--- src/rtl/prop_window_monitor.sv ---
// prop_window_monitor: on-chip checker for "trig |-> ##[MIN_DLY:MAX_DLY] resp"
// on NUM_CH independent channels. Each channel runs one attempt at a time and
// reports a registered pass/fail pulse. Fails are latched per channel, and all
// decisions feed two shared saturating counters. en=0 acts as "disable iff".
module prop_window_monitor #(
  parameter int NUM_CH    = 4,
  parameter int MIN_DLY   = 1,
  parameter int MAX_DLY   = 8,
  parameter int CNT_W     = 8,
  parameter int EDGE_MODE = 1
) (
  input  logic              clk,
  input  logic              rst,
  input  logic              en,
  input  logic              clr,
  input  logic [NUM_CH-1:0] trig,
  input  logic [NUM_CH-1:0] resp,
  output logic [NUM_CH-1:0] busy,
  output logic [NUM_CH-1:0] pass_pulse,
  output logic [NUM_CH-1:0] fail_pulse,
  output logic [NUM_CH-1:0] fail_sticky,
  output logic              any_fail,
  output logic [CNT_W-1:0]  pass_cnt,
  output logic [CNT_W-1:0]  fail_cnt
);

  // Delay counter holds 1..MAX_DLY; popcount holds 0..NUM_CH.
  localparam int DW = $clog2(MAX_DLY + 1);
  localparam int PW = $clog2(NUM_CH + 1);
  localparam int SW = CNT_W + PW;

  localparam logic [DW-1:0]    MIN_K   = DW'(MIN_DLY);
  localparam logic [DW-1:0]    MAX_K   = DW'(MAX_DLY);
  localparam logic [DW-1:0]    ONE_K   = DW'(1);
  localparam logic [CNT_W-1:0] CNT_MAX = '1;

  typedef enum logic {
    IDLE = 1'b0,
    WAIT = 1'b1
  } state_t;

  logic [NUM_CH-1:0] trig_q;
  logic [NUM_CH-1:0] trig_evt;
  logic [NUM_CH-1:0] pass_now;
  logic [NUM_CH-1:0] fail_now;

  logic [PW-1:0]    pass_pop;
  logic [PW-1:0]    fail_pop;
  logic [SW-1:0]    pass_sum;
  logic [SW-1:0]    fail_sum;
  logic [CNT_W-1:0] pass_next;
  logic [CNT_W-1:0] fail_next;

  // Illegal parameter combinations are rejected when the design is elaborated.
  if (NUM_CH < 1 || NUM_CH > 16) begin : g_bad_num_ch
    $error("prop_window_monitor: NUM_CH must be in 1..16");
  end
  if (MIN_DLY < 1) begin : g_bad_min_dly
    $error("prop_window_monitor: MIN_DLY must be >= 1");
  end
  if (MAX_DLY < MIN_DLY) begin : g_bad_max_dly
    $error("prop_window_monitor: MAX_DLY must be >= MIN_DLY");
  end

  // Previous trig sample for edge detection. It is captured on every edge
  // regardless of state or en, so a trig held across a disable does not look
  // like a fresh rising edge afterwards.
  always_ff @(posedge clk or posedge rst) begin
    if (rst) begin
      trig_q <= '0;
    end else begin
      trig_q <= trig;
    end
  end

  if (EDGE_MODE != 0) begin : g_edge_trig
    assign trig_evt = trig & ~trig_q;
  end else begin : g_level_trig
    assign trig_evt = trig;
  end

  for (genvar g = 0; g < NUM_CH; g++) begin : g_ch
    state_t        state;
    logic [DW-1:0] dly;
    logic          busy_r;
    logic          pass_r;
    logic          fail_r;
    logic          in_window;
    logic          at_limit;

    // dly is the index of the edge currently being sampled, counted from the
    // trigger edge.
    assign in_window = (dly >= MIN_K);
    assign at_limit  = (dly == MAX_K);

    // Decision at this edge. A response inside the window passes. An early
    // response fails. Reaching MAX_DLY with no response is a timeout fail.
    assign pass_now[g] = en && (state == WAIT) && resp[g] && in_window;
    assign fail_now[g] = en && (state == WAIT) &&
                         ((resp[g] && !in_window) || (!resp[g] && at_limit));

    // Attempt FSM. IDLE arms on a trigger event. WAIT counts edges until the
    // deciding edge, then returns to IDLE. The pulses are registered, so they
    // appear in the cycle after the deciding edge.
    always_ff @(posedge clk or posedge rst) begin
      if (rst) begin
        state  <= IDLE;
        dly    <= '0;
        busy_r <= 1'b0;
        pass_r <= 1'b0;
        fail_r <= 1'b0;
      end else if (!en) begin
        state  <= IDLE;
        dly    <= '0;
        busy_r <= 1'b0;
        pass_r <= 1'b0;
        fail_r <= 1'b0;
      end else begin
        pass_r <= pass_now[g];
        fail_r <= fail_now[g];
        case (state)
          IDLE: begin
            if (trig_evt[g]) begin
              state  <= WAIT;
              dly    <= ONE_K;
              busy_r <= 1'b1;
            end
          end
          WAIT: begin
            if (pass_now[g] || fail_now[g]) begin
              state  <= IDLE;
              dly    <= '0;
              busy_r <= 1'b0;
            end else begin
              dly <= dly + ONE_K;
            end
          end
          default: begin
            state  <= IDLE;
            dly    <= '0;
            busy_r <= 1'b0;
          end
        endcase
      end
    end

    assign busy[g]       = busy_r;
    assign pass_pulse[g] = pass_r;
    assign fail_pulse[g] = fail_r;
  end

  // Count the decisions made across all channels at this edge.
  always_comb begin
    pass_pop = '0;
    fail_pop = '0;
    for (int i = 0; i < NUM_CH; i++) begin
      pass_pop = pass_pop + PW'(pass_now[i]);
      fail_pop = fail_pop + PW'(fail_now[i]);
    end
  end

  // Saturating add. The sum is formed wider than the counter, so a multi-channel
  // add that overshoots the maximum clamps instead of wrapping.
  always_comb begin
    pass_sum  = SW'(pass_cnt) + SW'(pass_pop);
    fail_sum  = SW'(fail_cnt) + SW'(fail_pop);
    pass_next = (pass_sum > SW'(CNT_MAX)) ? CNT_MAX : pass_sum[CNT_W-1:0];
    fail_next = (fail_sum > SW'(CNT_MAX)) ? CNT_MAX : fail_sum[CNT_W-1:0];
  end

  // Aggregate counters. clr takes priority over a decision at the same edge.
  always_ff @(posedge clk or posedge rst) begin
    if (rst) begin
      pass_cnt <= '0;
      fail_cnt <= '0;
    end else if (clr) begin
      pass_cnt <= '0;
      fail_cnt <= '0;
    end else begin
      pass_cnt <= pass_next;
      fail_cnt <= fail_next;
    end
  end

  // Sticky fail flags. Each flag sets together with its fail pulse, and clr wins
  // over a fail at the same edge.
  always_ff @(posedge clk or posedge rst) begin
    if (rst) begin
      fail_sticky <= '0;
    end else if (clr) begin
      fail_sticky <= '0;
    end else begin
      fail_sticky <= fail_sticky | fail_now;
    end
  end

  assign any_fail = |fail_sticky;

endmodule

--- config.mk ---
export PLATFORM = sky130hd
export DESIGN_NAME = prop_window_monitor
export DESIGN_NICKNAME = d
export VERILOG_FILES = /design/src/rtl/prop_window_monitor.sv
export SDC_FILE = /design/constraint.sdc
export NUM_CORES = 1
export LEC_CHECK = 0
export BUFFER_PORTS_ARGS = -buffer_cell sky130_fd_sc_hd__buf_2
export CORE_ASPECT_RATIO = 1.2
export CORE_UTILIZATION = 50
export DETAILED_ROUTE_END_ITERATION = 6
export PLACE_DENSITY = 0.74
export SYNTH_ARGS = -nofsm -noshare
export SYNTH_HDL_FRONTEND = slang
export SYNTH_SLANG_ARGS = --single-unit
--- constraint.sdc ---
create_clock -name clk -period 3.3 [get_ports clk]
set_input_delay 0.165 -clock clk [delete_from_list [all_inputs] [get_ports clk]]
set_output_delay 0.165 -clock clk [all_outputs]
set_load 0.05 [all_outputs]
# After elaboration in Yosys (flattened, before gate mapping)

Cells that the tools add are included.
Widths: inputs -> output; s select.

Flip-flop bits (word level): 56
Logic and storage cells: 167

$add $sub $neg: 12
Bitwise gates (word level): 7
Equal/unequal tests: 12
Order comparisons: 6
Multiplexer cells: 61
Reductions and logical operators: 45

Operators with widths:

| cell                | count |
|---|---|
| $mux 4              | 13 |
| $mux 1              | 32 |
| $mux 8              | 4 |
| $pmux 4 s2          | 4 |
| $logic_and 1x1->1   | 24 |
| $add 8x3->9         | 2 |
| $gt 9x8->1 const B  | 2 |
| $add 4x1->4 const B | 4 |
| $eq 4x4->1 const B  | 4 |
| $ge 4x1->1 const B  | 4 |
| $pmux 1 s2          | 8 |
| $ne 3x2->1 const B  | 4 |
| $ne 3x3->1 const B  | 4 |
| $logic_not 1->1     | 8 |
| $logic_or 1x1->1    | 8 |
| $reduce_and 2->1    | 4 |
| $add 2x1->3         | 2 |
| $add 3x1->3         | 2 |
| $add 1x1->2         | 2 |
| $and 4x4->4         | 1 |
| $not 1->1           | 4 |
| $not 4->4           | 1 |
| $or 4x4->4          | 1 |
| $reduce_or 4->1     | 1 |

# Longest topological paths before layout

Gate-level depths: netlist of the first run.

Word-level depth: 12
Mapped depth: 14
Mapped depth without buffers: 14

# Worst setup path before layout of the first run

No wires, ideal clock.

Path kind: reg2reg
Start point: register g_ch[2].dly[0]
End point: register fail_cnt[1]
Library setup time: 0.132 ns
Cell stages (with the launch flop): 14
Buffers on the path: 0
Clock period less this slack: 3.219 ns
Required time: 3.168 ns
Path slack: 0.081 ns
Data arrival time: 3.087 ns
Path through: dfrtp_1 -> inv_1 -> ha_1 -> inv_1 -> o41ai_1 -> nor3b_1 -> fa_1 -> inv_1 -> fa_1 -> inv_1 -> fa_1 -> and4_1 -> a21oi_1 -> nor2_1

Word-level cells in the longest chain between the ends: 11
Elaborated cells between the ends (all ways): 13
Those cells by class: add/sub: 3; order compare: 2; eq/ne: 1; mux: 2; reduce/logical: 5

RTL lines:

| what                     | RTL line | text |
|---|---|---|
| start: declaration       | 84       | `logic [DW-1:0] dly;` |
| start signal: assignment | 135      | `dly <= dly + ONE_K;` |
| $ge 4x1->1               | 93       | `assign in_window = (dly >= MIN_K);` |
| $logic_not 1->1          | 100      | `((resp[g] && !in_window) \|\| (!resp[g] && at_limit));` |
| $logic_and 1x1->1        | 100      |  |
| $logic_or 1x1->1 *       | 100      |  |
| $logic_and 1x1->1 *      | 99       | `assign fail_now[g] = en && (state == WAIT) &&` |
| $add 2x1->3 *            | 158      | `fail_pop = fail_pop + PW'(fail_now[i]);` |
| $add 3x1->3 *            | 158      |  |
| $add 8x3->9 *            | 166      | `fail_sum = SW'(fail_cnt) + SW'(fail_pop);` |
| $gt 9x8->1               | 168      | `fail_next = (fail_sum > SW'(CNT_MAX)) ? CNT_MAX : fail_sum[CNT_W-1:0];` |
| $mux 8 *                 | 168      |  |
| $mux 8 *                 | 176      | `end else if (clr) begin` |
| end signal: assignment   | 181      | `fail_cnt <= fail_next;` |
| end: declaration         | 24       | `output logic [CNT_W-1:0] fail_cnt` |

Mark *: on every way between the ends. The rest lies on a longest branch, timed or not.
A chain may end at the register's enable or synchronous reset.

# Final worst setup path of the first run

Start point: register g_ch[2].dly[0]
End point: register fail_cnt[5]

The elaborated chain is that of the path after synthesis.

==> summary.md, run 1 <==
| Metric | Value |
|---|---|
| Outcome | complete, but fails checks |
| Mapped Avg Cell Area | just under 10 um^2 |
| Synthesized instance count | 325 |
| CTS tree | built |
| Share of layout cells above drive strength 1 | 0.198 |
| Antenna viol nets, final | 0 |
| Skew-Pair Late Insertion Delay | a little over 300 ps |
| Slew HR | 0.481 |
| Fin cells | 450 |
| Max VDD drop | 0.192 mV |
| Hold Crit Class | in -> async |
| Overall die height | 88.6 um |
| Antenna violations before repair | 0 |
| Syn_nets | 361 |
| Diodes inserted | 0 |
| Rows | 31 |
| Vias in the first global route | ~2300 |
| Setup slack at placement | 2.63 ps |
| Fin. max-slew vios | 0 |
| Fin. Hold Viols | 24 |
| Total Power | roughly 1.4 mW |
| CP bufs+invs | 3 |
| Final setup TNS | 0 ps |
| Seq/Total Area, Yosys | 0.449 |
| Clk pin slew, worst setup/hold paths | 100 ps |
| Top FF cell, synth | dfrtp_1 |
| DR vias/cell | 5.44 |
| First-pass DRT Iterations | 4 |
| Slowest cell on crit path | fa_1 |
| CP cell instances | inv_2 > ha_1 > and3b_1 > nor2_2 > nor3b_2 > fa_1 > inv_1 > fa_1 > inv_1 > fa_1 > and4_1 > nor2b_1 > a211oi_1 |
| Power per Cell Area | 388 nW/um^2 |
| Skew final | 9.57 ps |
| Overflow after GRT | 0 |
| Synth unique cells | 46 |
| FMAX | 0.327 GHz |
| Vias | 2449 |
| Nets@finish | 403 |
| Final worst path period need | 3060 ps |
| Commonest cells after routing, fill and taps aside | dfrtp_1 (55), buf_2 (44), inv_1 (29) |
| Initial Util | 0.516 |
| Worst endpoint required time | 3520 ps |
| CP top delay family | adder cells |
| EDFF count, synth | 0 |
| Commonest non-fill, non-tap cell in the layout | dfrtp_1 |
| GRT Total Usage | 0.212 |
| First-pass GRT wire length | 10.6 mm |
| Synthesized flop and latch total | 56 |
| Root Buffer | clkbuf_8 |
| Max cap viols | 0 |
| Core area | 6050 um^2 |
| Port bufs | 44 |
| Post-DP HPWL | 4.45 mm |
| Final worst path period share | 0.928 |
| Total Die Area | 6570 um^2 |
| Crit start category | register |
| Largest net degree at the start of global routing | 38 |
| Post-Place Cells | roughly 440 |
| CP dominant cell by count | fa_1 |
| Wirelength, routed | slightly above 6 mm |
| CP Max Fanout | 5 |
| # clock sinks | between 50 and 60 |
| Mapped Area | approximately 3100 um^2 |
| R2r setup slk | roughly 240 ps |
| Setup repair after global routing missed its margin | no |
| YS warnings | 0 |
| Leakage power | 1.76 nW |
| Setup ws final | 238 ps |
| Longest Clk Path Bufs | 2 |
| # DRC | 0 |
| Crit path DAT | 3280 ps |
| Critical path capture point type | register |
| Die W | about 74 um |
| Violated checks | hold timing |
| Final setup vio count | 0 |
| Worst hold slack | -14.3 ps |
| Ys async rst share | 1.00 |
| H-Tree Depth | 2 |
| Area grow syn2layout | 14.3% |
| CTS buffer count | 5 |
| Worst Max-Slew Pin Slew | approximately 800 ps |
| Routability cong. | 0.805 |
| I/O Pins | 45 |
| Wire length per cell | 13.6 um |
| Worst Setup Path Type | reg -> reg |
| Max incr delay on CP | 500 ps |
| DRT iter0 DRCs | 125 |
| Filler instances | 551 |
through the flow:
stage	util	instance area (um^2)
2_1_floorplan	-	3120
3_3_place_gp	0.555	3360
3_5_place_dp	0.555	3360
4_1_cts	0.583	3530
5_1_grt	0.590	3570
6_report	0.590	3570
sequential cells by signal, summed over array words and instances, names as in the netlist:
register / flops
g_ch.fail_r: 4
trig_q: 4
g_ch.state: 4
fail_sticky: 4
g_ch.busy_r: 4
pass_cnt: 8
fail_cnt: 8
g_ch.dly: 16
g_ch.pass_r: 4
worst paths after layout:
path,to,from,depth (start not counted)
worst max-delay path,fail_cnt[5],g_ch[2].dly[0],13
worst max register to register,fail_cnt[5],g_ch[2].dly[0],13
worst min-delay path,fail_sticky[2],rst,2
max in group asynchronous,g_ch[1].pass_r,rst,3
min in group clk,g_ch[3].dly[3],resp[3],2
worst min register to register,fail_sticky[0],fail_sticky[0],2
report_power, final:
part / internal (mW) / switching [mW] / total, mW
sequential: 0.705 / 0.0200 / 0.725
clock: 0.268 / 0.219 / 0.487
combinational: 0.0576 / 0.117 / 0.174
total: 1.03 / 0.356 / 1.39
kinds of logic (layout without fill, tap and decap cells):
kind of cell / Yosys count / count (layout) / synth area share
AND/OR/NAND/NOR: 121 / 121 / 0.200
flip-flops: 56 / 56 / 0.449
XOR/XNOR: 4 / 4 / 0.0112
multiplexers: 5 / 5 / 0.0160
AO/OA/AOI/OAI: 62 / 62 / 0.135
buffers and inverters: 53 / 96 / 0.0781
adder cells (fa/ha/maj): 24 / 24 / 0.111
routing by layer:
metal / part of all wire / routed length [um] / vias up / track usage
met5: 0 / 0 / - / 0
met4: 0.0089 / 54 / 0 / 0.0769
met3: 0.048 / 292 / 6 / 0.0547
met2: 0.47 / 2890 / 48 / 0.326
met1: 0.47 / 2870 / 1198 / 0.288
li1: - / - / 1197 / -
cell usage after synthesis, types with 2 or more instances:
master | n | area share
a22o_1 | 2 | 0.0056
nand3_1 | 17 | 0.027
nor3b_1 | 5 | 0.012
nand2b_1 | 4 | 0.0080
o21ai_0 | 10 | 0.016
nand3b_1 | 4 | 0.0096
nor2b_1 | 8 | 0.016
ha_1 | 18 | 0.072
o22ai_1 | 4 | 0.0080
inv_1 | 32 | 0.038
xnor2_1 | 4 | 0.011
buf_4 | 12 | 0.029
a211oi_1 | 4 | 0.0096
nor3_1 | 7 | 0.011
a311oi_1 | 3 | 0.0084
a31oi_1 | 6 | 0.012
o21bai_1 | 3 | 0.0072
mux2i_1 | 5 | 0.016
o31ai_1 | 2 | 0.0048
clkbuf_1 | 9 | 0.011
and3b_1 | 2 | 0.0056
nand2_1 | 27 | 0.032
o21a_1 | 2 | 0.0048
dfrtp_1 | 56 | 0.45
nor2_1 | 27 | 0.032
or4_1 | 2 | 0.0048
and3_1 | 3 | 0.0060
a21oi_1 | 10 | 0.016
o32ai_1 | 2 | 0.0056
o41ai_1 | 2 | 0.0056
a21boi_0 | 5 | 0.012
fa_1 | 6 | 0.038
nor4_1 | 2 | 0.0040
and2_1 | 5 | 0.010
o211ai_1 | 2 | 0.0048
nand4_1 | 3 | 0.0060
final cells by class:
cell class | count | area, um^2 | share of cell area
Multi-Input combinational cell | 216 | 1500 | 0.420
Sequential cell | 56 | 1400 | 0.393
Timing Repair Buffer | 56 | 320 | 0.0897
Inverter | 32 | 120 | 0.0336
Tap cell | 82 | 103 | 0.0287
Clock buffer | 7 | 96.3 | 0.0270
Clock inverter | 1 | 30.0 | 0.00841
timing repair:
action,CTS,global route
hold buffers,4,0
endpoints found under the hold margin,4,0
gates resized for setup,1,8
pin swaps,0,3
setup buffers,0,3
setup endpoints to repair,1,15
Note: power is estimated with default switching activity, not from simulation.
==> inputs of run 2 (changes only) <==
Settings changed: RECOVER_POWER set to 25.
==> run 2 against run 1 <==
The run now ends clean. Cell area barely moved. Clock skew barely moved. Power rose by 0.22%. Sequential power barely moved. Utilization barely moved. Non-clock buffer count did not move. Critical endpoint unchanged. Largest cell class unchanged. Highest routed layer unchanged.
==> summary.md, run 2 (synthesis results as in run 1) <==
| Metric | Value |
|---|---|
| Filler instances | between 500 and 600 |
| Routability cong. | 0.805 |
| Largest net degree at the start of global routing | 38 |
| Sequential power share | 0.522 |
| P_int | just over 1 mW |
| DRT iter0 DRCs | 125 |
| H-Tree Depth | 2 |
| Max incr delay on CP | ~500 ps |
| Worst hold slack | 91.5 ps |
| Total Die Area | between 6000 and 7000 um^2 |
| CP Max Fanout | 5 |
| I/O Pins | 45 |
| CP top delay family | adder cells |
| Final setup TNS | 0 ps |
| Core area | 6050 um^2 |
| Crit start category | register |
| Switching pwr | ~0.36 mW |
| # DRC | 0 |
| Leakage power | 1.76 nW |
| Sw Share | 0.259 |
| Most flops, register | g_ch.dly |
| Slowest cell on crit path | fa_1 |
| Post-DP HPWL | between 4 and 5 mm |
| Wirelength, routed | about 6 mm |
| Port bufs | 44 |
| Share of layout cells above drive strength 1 | 0.193 |
| Root Buffer | clkbuf_8 |
| Setup repair after global routing missed its margin | no |
| Vias | roughly 2400 |
| Power share of the clock group | 0.353 |
| Nets@finish | 403 |
| Diodes inserted | 0 |
| FMAX | 0.327 GHz |
| Commonest cells after routing, fill and taps aside | dfrtp_1 (55), buf_2 (43), inv_1 (30) |
| Overall die height | 88.6 um |
| Skew final | 9.52 ps |
| CP bufs+invs | 3 |
| Antenna viol nets, final | 0 |
| CTS buffer count | 5 |
| Combinational share of power | 0.125 |
| Skew-Pair Late Insertion Delay | 320 ps |
| Worst endpoint required time | 3530 ps |
| DR vias/cell | 5.43 |
| Power per Cell Area | 389 nW/um^2 |
| Wire length per cell | approximately 14 um |
| Number of flip-flops in the largest register | 16 |
| Fin. Hold Viols | 0 |
| Final worst path period need | between 3000 and 4000 ps |
| Critical path capture point type | register |
| Worst Setup Path Type | reg -> reg |
| Worst Max-Slew Pin Slew | 1380 ps |
| Hold Crit Class | in -> reg |
| Vias in the first global route | 2296 |
| CTS tree | built |
| Area grow syn2layout | 14.3% |
| R2R depth | 13 |
| Levels on crit path | 13 |
| Commonest non-fill, non-tap cell in the layout | dfrtp_1 |
| Slew HR | 0.0773 |
| Outcome | finished clean |
| Worst Hold Path Cells | 2 |
| Final setup vio count | 0 |
| Max VDD drop | ~0.19 mV |
| First-pass DRT Iterations | 4 |
| First-pass GRT wire length | 10.6 mm |
| Antenna violations before repair | 0 |
| Overflow after GRT | 0 |
| # clock sinks | 56 |
| Crit path DAT | 3290 ps |
| CP dominant cell by count | fa_1 |
| Initial Util | 0.516 |
| Largest regs | g_ch.dly (16), fail_cnt (8), pass_cnt (8) |
| Rows | 31 |
| Die W | about 74 um |
| Final worst path period share | 0.928 |
| Fin. max-slew vios | 0 |
| CP cell instances | inv_2 > ha_1 > and3b_1 > nor2_2 > nor3b_2 > fa_1 > inv_1 > fa_1 > inv_1 > fa_1 > and4_1 > nor2b_1 > a211oi_1 |
| Max cap viols | 0 |
| GRT Total Usage | 0.212 |
| Clk pin slew, worst setup/hold paths | 100 ps |
| Longest Clk Path Bufs | 2 |
## run 2: changes by cell type in the layout (fill, tap and decap cells not counted), sizes merged
cell | previous run | this run
buf | 52 | 51
clkbuf | 7 | 8
## run 2: layout make-up
class,instances,area [um^2],share of cell area
multi-input combinational,216,1500,0.420
sequential,56,1400,0.393
timing repair buffer,56,319,0.0894
inverter,32,120,0.0336
tap,82,103,0.0287
clock buffer,7,96.3,0.0270
clock inverter,1,30.0,0.00841
## run 2: worst register-to-register path: stages (launching register included)
cell	delay, ps
dfrtp_2	420
inv_2	60
ha_1	190
and3b_1	210
nor2_2	210
nor3b_2	100
fa_1	500
inv_1	50
fa_1	400
inv_1	80
fa_1	180
and4_1	270
nor2b_1	70
a211oi_1	220
## run 2: worst paths after layout
kind | slack [ps] | startpoint | endpoint
min in group asynchronous | 230 | rst | fail_sticky[2]
min reg2reg | 570 | fail_sticky[0] | fail_sticky[0]
min | 90 | resp[3] | g_ch[3].dly[3]
max in group asynchronous | 2100 | rst | g_ch[1].pass_r
max | 240 | g_ch[2].dly[0] | fail_cnt[5]
max reg2reg | 240 | g_ch[2].dly[0] | fail_cnt[5]
## run 2: repair_timing
item | 4_1_cts | 5_1_grt
buffers inserted | 0 | 3
endpoints found under the hold margin | 4 | 0
pin swaps | 0 | 3
hold buffers | 4 | 0
endpoints found under the setup margin | 1 | 15
resized for setup | 1 | 8
## run 2: per-stage QoR
step,instance area (um^2),setup WS (ps),util,std cells,power (mW)
after floorplan,3120,81.1,-,325,0.865
after global placement,3360,99.3,0.555,435,0.901
after detailed placement,3360,2.63,0.555,435,0.906
after CTS,3530,34.5,0.583,447,1.40
after global routing,3570,32.0,0.590,450,1.46
final,3570,239,0.590,450,1.39
## run 2: power groups by stage
stage | clock network [mW] | registers (mW) | logic (mW)
final | 0.491 | 0.725 | 0.174
after global routing | 0.531 | 0.729 | 0.195
after CTS | 0.503 | 0.725 | 0.172
after detailed placement | 0 | 0.738 | 0.168
after global placement | 0 | 0.737 | 0.163
after floorplan | 0 | 0.744 | 0.121
## run 2: layer usage
| metal | up-vias | wire (um) | global-route usage |
|---|---|---|---|
| met5 | - | 0 | 0 |
| met1 | 1185 | 2860 | 0.288 |
| met2 | 51 | 2800 | 0.326 |
| met4 | 0 | 119 | 0.0769 |
| met3 | 11 | 322 | 0.0547 |
| li1 | 1197 | - | - |
==> inputs of run 3 (changes only) <==
Settings changed: ABC_AREA set to 1.
==> run 3 against run 2 <==
The run now ends with capacitance limit, slew limit left. Critical path depth increased by 4. Non-clock buffer count shrank 6. Via count shrank 3.8%. Count of clock-buffer cells in the layout shrank 1. Largest power group unchanged.
==> summary.md, run 3 <==
| Metric | Value |
|---|---|
| Outcome | complete, but fails checks |
| Violated checks | capacitance limit, slew limit |
| Root Buffer | clkbuf_8 |
| CTS buffer count | 5 |
| Antenna viol nets, final | 0 |
| Area contributors post-synth | dfrtp_1 (44%), nand2_1 (9.1%), inv_1 (7.3%) |
| Final setup vio count | 0 |
| H-Tree Depth | 2 |
| Clk pin slew, worst setup/hold paths | 100 ps |
| Setup slack at placement | 283 ps |
| Core area | 6130 um^2 |
| Synthesized flop and latch total | 56 |
| Max cap viols | 1 |
| Overflow after GRT | 0 |
| CP dominant cell by count | inv_1 |
| DR vias/cell | 4.78 |
| Number of flip-flops in the largest register | 16 |
| Fin. Hold Viols | 0 |
| Initial Util | 0.524 |
| Skew-Pair Late Insertion Delay | 310 ps |
| Yosys top cell area share | 0.437 |
| Routability cong. | slightly above 0.8 |
| # DRC | 0 |
| # clock sinks | 56 |
| Seq/Total Area, Yosys | 0.437 |
| FMAX | 0.335 GHz |
| Largest regs | g_ch.dly (16), fail_cnt (8), pass_cnt (8) |
| Reg area | 1400 um^2 |
| Wire length per cell | 11.4 um |
| Most flops, register | g_ch.dly |
| Leakage power | 1.99 nW |
| Power share of the clock group | 0.281 |
| YS warnings | 0 |
| CP bufs+invs | 5 |
| Crit start category | register |
| Power per Cell Area | 358 nW/um^2 |
| CP cell instances | inv_1 > ha_1 > nand3_1 > nand2_1 > nand3_1 > inv_1 > fa_1 > inv_1 > fa_1 > inv_1 > fa_1 > nand2_1 > inv_1 > nand4_2 > nand2_1 > nor2_1 > nor2_1 |
| Total Power | ~1.3 mW |
| GRT Total Usage | 0.189 |
| Count leader, synth | nand2_1 |
| Largest net degree at the start of global routing | 44 |
| CTS tree | built |
| Final worst path period need | just under 3000 ps |
| EDFF count, synth | 0 |
| Die W | 75.1 um |
| First-pass GRT wire length | 9.84 mm |
| Commonest cells after routing, fill and taps aside | nand2_1 (78), inv_1 (62), dfrtp_1 (56) |
| Worst Setup Path Type | reg -> reg |
| Wirelength, routed | 5.60 mm |
| Post-DP HPWL | 4.38 mm |
| Reg-to-Reg Start | g_ch[0].dly[0] |
| First-pass DRT Iterations | 4 |
| Setup ws final | about 320 ps |
| Slowest cell on crit path | fa_1 |
| Share of layout cells above drive strength 1 | 0.195 |
| CTS resizes | 0 |
| Slew HR | -0.0937 |
| Crit path DAT | 3240 ps |
| Antenna violations before repair | 0 |
| Total Die Area | between 6000 and 7000 um^2 |
| Diodes inserted | 0 |
| Sequential power share | 0.569 |
| Top FF cell, synth | dfrtp_1 |
| Synth unique cells | 34 |
| Worst Max-Slew Pin Slew | 1640 ps |
| Final worst path period share | 0.904 |
| Mapped Area | 3210 um^2 |
| I/O Pins | 45 |
| Vias in the first global route | roughly 2300 |
| Crit path launch | g_ch[0].dly[0] |
| Port bufs | 44 |
| Synth cell count leaders | nand2_1 (78), inv_1 (62), dfrtp_1 (56) |
| Combinational share of power | 0.150 |
| P_int | about 0.91 mW |
| Hold Crit Class | in -> reg |
| DRT iter0 DRCs | 79 |
| Hold path start | resp[1] |
| Max VDD drop | 0.180 mV |
| CP top delay family | adder cells |
| Rows | 31 |
| Max incr delay on CP | about 480 ps |
| Critical path capture point type | register |
| Mapped Avg Cell Area | ~8.7 um^2 |
| Synthesized instance count | 368 |
| Cell taking the most area after synthesis | dfrtp_1 |
| Switching pwr | 0.365 mW |
| Vias | approximately 2400 |
| Worst endpoint required time | 3550 ps |
| Syn_nets | 404 |
| Overall die height | between 80 and 90 um |
| Filler instances | 594 |
| Ys async rst share | 1.00 |
| Setup repair after global routing missed its margin | no |
| Commonest non-fill, non-tap cell in the layout | nand2_1 |
| Area grow syn2layout | 10.6% |
| Utilization after layout | 0.579 |
| R2r setup slk | 320 ps |
| Fin. max-slew vios | 44 |
| Final setup TNS | 0 ps |
| CP Max Fanout | 6 |
| Sw Share | 0.287 |
| Skew final | slightly above 9 ps |
| Longest Clk Path Bufs | 2 |
| Footprint of the multi-input gates | around 1400 um^2 |
| Nets@finish | 446 |
[run 3: changes by cell type after synthesis, sizes merged, moves of 5 or more]
cell | previous run | this run
nand2 | 27 | 91
a21boi | 5 | 0
inv | 32 | 68
nand3 | 17 | 36
nor3b | 5 | 0
mux2i | 5 | 0
nor2b | 8 | 0
clkbuf | 9 | 1
and2 | 5 | 0
[run 3: per-stage QoR]
step / area (um^2) / hold WS, ps / std cells
floorplan: 3210 / 196 / 368
global placement: 3430 / 290 / 480
detailed placement: 3430 / 291 / 480
CTS: 3550 / 74.1 / 491
global route: 3550 / 152 / 492
finish: 3550 / 140 / 492
[run 3: metal layers]
layer  up-vias  share of wire  track usage
li1       1214              -            -
met1      1095           0.46        0.244
met2        35           0.50        0.313
met3         8          0.026       0.0269
met4         0          0.018       0.0756
met5         -              0            0
[run 3: area by class of cell]
cell class	instances	area share
clock buffer	6	0.0204
clock inverter	1	0.00141
inverter	69	0.0754
multi-input combinational	228	0.403
sequential	56	0.395
tap	82	0.0289
timing repair buffer	50	0.0765
[run 3: logic make-up (layout without fill, tap and decap cells)]
family	count (synthesis)	after routing	share of synthesized area
simple gates	171	171	0.274
xor+xnor	5	5	0.0160
fa+ha+maj	24	24	0.108
buf+inv	84	126	0.118
compound gates	28	28	0.0476
flops	56	56	0.437
[run 3: final timing paths]
path / end / cells past startpoint
worst max register to register: fail_cnt[5] / 17
max in group asynchronous: g_ch[1].dly[2] / 3
worst min register to register: g_ch[0].busy_r / 2
worst max-delay path: fail_cnt[5] / 17
worst min-delay path: g_ch[1].pass_r / 3
min in group asynchronous: trig_q[3] / 2
[run 3: power groups by stage]
stage                     Combinational (mW)  Sequential (mW)  Clock [mW]
after global routing                   0.216            0.726       0.392
after floorplan                        0.139            0.749           0
final                                  0.191            0.723       0.358
after CTS                              0.192            0.724       0.369
after global placement                 0.185            0.738           0
after detailed placement               0.188            0.738           0
[run 3: what timing repair did]
item                                    4_1_cts  5_1_grt
endpoints found under the setup margin        0        1
hold buffers                                  4        0
buffers inserted                              0        1
hold endpoints to repair                      4        0
[run 3: worst reg2reg max path, stage by stage, from the launching register on]
cell and delay (ps):
dfrtp_1 410, inv_1 100, ha_1 210, nand3_1 140, nand2_1 70, nand3_1 140, inv_1 70, fa_1 480
inv_1 50, fa_1 370, inv_1 100, fa_1 210, nand2_1 80, inv_1 110, nand4_2 160, nand2_1 120
nor2_1 40, nor2_1 70
